**config.mk**
```make
export PLATFORM = sky130hd
export DESIGN_NAME = cg_rate_accumulator
export DESIGN_NICKNAME = d
export VERILOG_FILES = /design/src/rtl/cg_rate_accumulator.sv
export SDC_FILE = /design/constraint.sdc
export NUM_CORES = 1
export LEC_CHECK = 0
export ABC_AREA = 1
export CORE_MARGIN = 2
export CORE_UTILIZATION = 47
export DETAILED_ROUTE_END_ITERATION = 8
export GPL_TIMING_DRIVEN = 0
export PLACE_DENSITY = 0.9
export SLEW_MARGIN = 20
export SYNTH_ARGS = -nofsm -noshare
export SYNTH_HDL_FRONTEND = slang
export SYNTH_SLANG_ARGS = --single-unit
export TNS_END_PERCENT = 30
```
**constraint.sdc**
```tcl
create_clock -name clk -period 2.45 [get_ports clk]
set_input_delay 0.3675 -clock clk [delete_from_list [all_inputs] [get_ports clk]]
set_output_delay 0.3675 -clock clk [all_outputs]
set_load 0.005 [all_outputs]
```
**src/rtl/cg_rate_accumulator.sv**
```systemverilog
// cg_rate_accumulator: accumulates one coefficient group's CABAC rate (flag + sign cost),
// saturating at 32 bits, and returns it with nonzero/coefficient counts over valid/ready.
module cg_rate_accumulator #(
    parameter int MAX_COEFFS = 16,
    parameter int CW = $clog2(MAX_COEFFS + 1)
) (
    input  logic          clk,
    input  logic          rst,
    input  logic          start,
    output logic          busy,
    input  logic          coeff_valid,
    output logic          coeff_ready,
    input  logic [15:0]   coeff_abs,
    input  logic          coeff_last,
    input  logic [31:0]   flag_cost,
    input  logic [31:0]   sign_cost,
    output logic          rate_valid,
    input  logic          rate_ready,
    output logic [31:0]   rate,
    output logic [CW-1:0] nz_count,
    output logic [CW-1:0] coeff_count,
    output logic          truncated
);
    typedef enum logic [1:0] {IDLE, ACCUM, OUTPUT} state_t;
    state_t        state_q, state_d;
    logic [31:0]   rate_q, rate_d;
    logic [CW-1:0] nz_q, nz_d, cnt_q, cnt_d;
    logic          trunc_q, trunc_d;
    logic          nonzero, accept, close;
    logic [32:0]   addend;
    logic [33:0]   sum;
    always_comb begin
        nonzero = coeff_abs != '0;
        accept  = state_q == ACCUM && coeff_valid;
        addend  = {1'b0, flag_cost} + (nonzero ? {1'b0, sign_cost} : 33'd0);
        sum     = {2'b00, rate_q} + {1'b0, addend};
        close   = coeff_last || (cnt_q + CW'(1) == CW'(MAX_COEFFS));
        state_d = state_q;
        rate_d  = rate_q;
        nz_d    = nz_q;
        cnt_d   = cnt_q;
        trunc_d = trunc_q;
        if (state_q == IDLE && start) begin
            state_d = ACCUM;
            rate_d  = '0;
            nz_d    = '0;
            cnt_d   = '0;
            trunc_d = 1'b0;
        end else if (accept) begin
            // a saturated accumulator stays saturated since addends are non-negative
            rate_d  = |sum[33:32] ? 32'hFFFF_FFFF : sum[31:0];
            nz_d    = nz_q + CW'(nonzero);
            cnt_d   = cnt_q + CW'(1);
            state_d = close ? OUTPUT : ACCUM;
            trunc_d = close ? !coeff_last : trunc_q;
        end else if (state_q == OUTPUT && rate_ready) begin
            state_d = IDLE;
        end
    end
    always_ff @(posedge clk or posedge rst) begin
        if (rst) begin
            state_q <= IDLE;
            rate_q  <= '0;
            nz_q    <= '0;
            cnt_q   <= '0;
            trunc_q <= 1'b0;
        end else begin
            state_q <= state_d;
            rate_q  <= rate_d;
            nz_q    <= nz_d;
            cnt_q   <= cnt_d;
            trunc_q <= trunc_d;
        end
    end
    assign busy        = state_q != IDLE;
    assign coeff_ready = state_q == ACCUM;
    assign rate_valid  = state_q == OUTPUT;
    assign rate        = rate_q;
    assign nz_count    = nz_q;
    assign coeff_count = cnt_q;
    assign truncated   = trunc_q;
endmodule

```
==> flow_summary.toml <==
[floorplanning]
start_util = 0.480
core_um2 = 11400
rows = 39
die_y_um = 112
die_x_um = 112
io_pins = 132
fp.dieArea_um2 = 12500

[clocking]
cts_root_buffer = "clkbuf_16"
clockBufferDepth = 2
ctsHoldBuffers = 0
cts_htree_levels = 2
cts_tree = "built"
path_clk_slew_ps = 80
cts_made_buffers = 5
clock-sinks = 45
worstSkewPairLatency_ps = 300

[run]
cap_violations = 0

[sta]
fin_ws_ps = -933
grt_setup_unrepaired = "yes"
holdWs_ps = 342
post-route-min-period_ps = 3380
finalHoldViolCount = 0
finClkSkew_ps = 7.74
fin_tns_setup_ps = -28190
slew-limit-headroom = 0.573
timing.final.crit_share = 1.38
finalMaxSlewViolations = 0
tightest_slew_ps = 640
setup_viol = 32
max_freq_mhz = 296

[yosys]
yosys_warnings = 0
synth_area_leader_cell = "nand2_1"
synth.net_count = 1031
synth.distinct_cells = 35
synthArstFlopShare = 1.00
yosys-top-cells-area = "nand2_1, dfrtp_1, fa_1, inv_1, ha_1"
synth.avg_cell_area_um2 = 6.22
ys_seq_area_frac = 0.206
synth_flop_cell = "dfrtp_1"
synth_edf_count = 0
synth_top_area_frac = 0.243
synth_common_cells = "nand2_1, inv_1, nor2_1"
yosysMostFrequentCell = "nand2_1"
netlist_area_um2 = 5460
ys_ff_latch = 45
syn_inst = 878

[drt]
drcViolationCount = 0
dr.pass1.iters = 5
wirelength_mm = 18.3
wl_per_cell_um = 15.3
num_vias = 6129
ant_nets = 0
initialDrtViolationCount = 364
drt-vias-per-instance = 5.14

[critical_path]
path_cells = "clkdlybuf4s15_1, nor4_4, and2_4, nand2_8, clkinv_8, buf_8, nor2_1, fa_1, ha_4, nand2_2, nor2_4, inv_2, nor3_4, and2_1, nand2_2, nand2_2, nand2_2, nand2_4, buf_12, buf_8, nand3_2, nand2_1, nand2_1"
worstPathArrival_ps = 3570
critPathTopFamily = "simple AND/OR/NAND/NOR gates"
worstSetupStartpointType = "input port"
slowest_stage = "fa_1"
worstSetupPathType = "input port to flip-flop"
end_kind = "flip-flop"
crit_top_cell = "nand2_2"
crit_fanout = 6
r2r_start = "rate[1]"
crit_start = "coeff_abs[7]"
cp.required_ps = 2640
critPathBufInv = 6
slowest_delay_ps = 490

[grt]
antenna_found_initial = 0
grtUsageTotal = 0.277
grt_pass1_wl_mm = 28.2
gr-total-overflow = 0
grt_max_degree = 34
grt_pass1_vias = 6033

[pwr]
powerDensity_nw_per_um2 = 1560
ir_drop_mv = 0.817
finalPower_mw = 12.7
p_leak_nw = 4.24

[finish]
final_area_um2 = 8180
drive_above_1_share = 0.168
nFillCells = 882
antennaDiodeCount = 0
nNetsFinal = 1202
synthToLayoutAreaGrowth_pct = 49.8

[place]
io_buffers = 131
post_dp_cell_area_um2 = 7040
hpwl_mm = 12.6
gp_congestion = 0.909

[worst_hold_path]
hold_class = "input port to async pin"

[run_status]
violations = "negative setup slack"
status = "finished, violations left"
## flip-flops by register name (all words and copies together) (netlist names)
register	cells
rate	32
coeff_count	5
nz_count	5
state_q	2
truncated	1
## path summary, 6_finish.rpt
path                             to  slack, ps  cells after the start
min                        rate[27]        340                      2
max reg2reg                 rate[4]       -350                     15
min in group clk            rate[0]        510                      2
max in group asynchronous  rate[15]       1610                      3
min reg2reg                 rate[0]        510                      2
max                        rate[19]       -930                     23
## layout make-up
class                           instances  area (um^2)  area share
Inverter                              180          688      0.0841
Timing Repair Buffer                  163         1630       0.199
Clock inverter                          3         25.0     0.00306
Buffer                                 15          153      0.0187
Multi-Input combinational cell        638         4250       0.519
Tap cell                              143          179      0.0219
Timing Repair inverter                  1         3.75    0.000459
Sequential cell                        45         1130       0.138
Clock buffer                            5          125      0.0153
## power breakdown
part | leakage [nW] | internal (mW) | switching (mW)
Combinational | 3.61 | 4.70 | 5.88
Clock | 0.0704 | 0.386 | 0.356
Sequential | 0.563 | 1.08 | 0.352
## metrics by stage
stage / cells / setup slack (ps) / utilization
after floorplan: 878 / -668 / -
after global placement: 1152 / -1720 / 0.618
after detailed placement: 1153 / -1790 / 0.619
after CTS: 1189 / -797 / 0.694
after global routing: 1193 / -1050 / 0.719
final: 1193 / -933 / 0.719
## layout by cell type (no fill, tap or decap), types with 2 or more instances in the layout
| cell | instances |
|---|---|
| a21oi_1 | 13 |
| a21oi_2 | 6 |
| a221oi_1 | 2 |
| a22o_1 | 3 |
| and2_1 | 2 |
| and2_4 | 2 |
| buf_1 | 3 |
| buf_12 | 6 |
| buf_2 | 9 |
| buf_4 | 21 |
| buf_6 | 7 |
| buf_8 | 8 |
| clkbuf_1 | 3 |
| clkbuf_16 | 6 |
| clkdlybuf4s15_1 | 3 |
| clkdlybuf4s50_1 | 115 |
| dfrtp_1 | 45 |
| fa_1 | 32 |
| ha_1 | 9 |
| ha_4 | 24 |
| inv_1 | 170 |
| inv_2 | 9 |
| nand2_1 | 319 |
| nand2_2 | 30 |
| nand2_4 | 5 |
| nand3_1 | 41 |
| nand3_2 | 18 |
| nand3b_1 | 6 |
| nand4_1 | 2 |
| nor2_1 | 65 |
| nor2_4 | 7 |
| nor3_1 | 8 |
| nor3_4 | 2 |
| nor4_4 | 4 |
| o21ai_0 | 8 |
| xnor2_1 | 16 |
| xor2_1 | 3 |
## routing by layer
layer | global-route usage | share of wire | vias up
li1 | - | - | 2972
met1 | 0.341 | 0.41 | 2867
met2 | 0.493 | 0.50 | 229
met3 | 0.0376 | 0.053 | 61
met4 | 0.104 | 0.038 | 0
met5 | 0 | 0 | -
## cells by family after synthesis
| group | share of synthesized area |
|---|---|
| XOR/XNOR | 0.0305 |
| buffers and inverters | 0.141 |
| flip-flops | 0.206 |
| AND/OR/NAND/NOR | 0.387 |
| AO/OA/AOI/OAI | 0.0369 |
| adder cells (fa/ha/maj) | 0.199 |
## timing repair
item / 4_1_cts / 5_1_grt
pin swaps: 31 / 49
endpoints found under the setup margin: 32 / 32
gates cloned: 5 / 1
resized for setup: 124 / 64
buffers inserted: 23 / 5
Power figures use the tool's default switching activity.
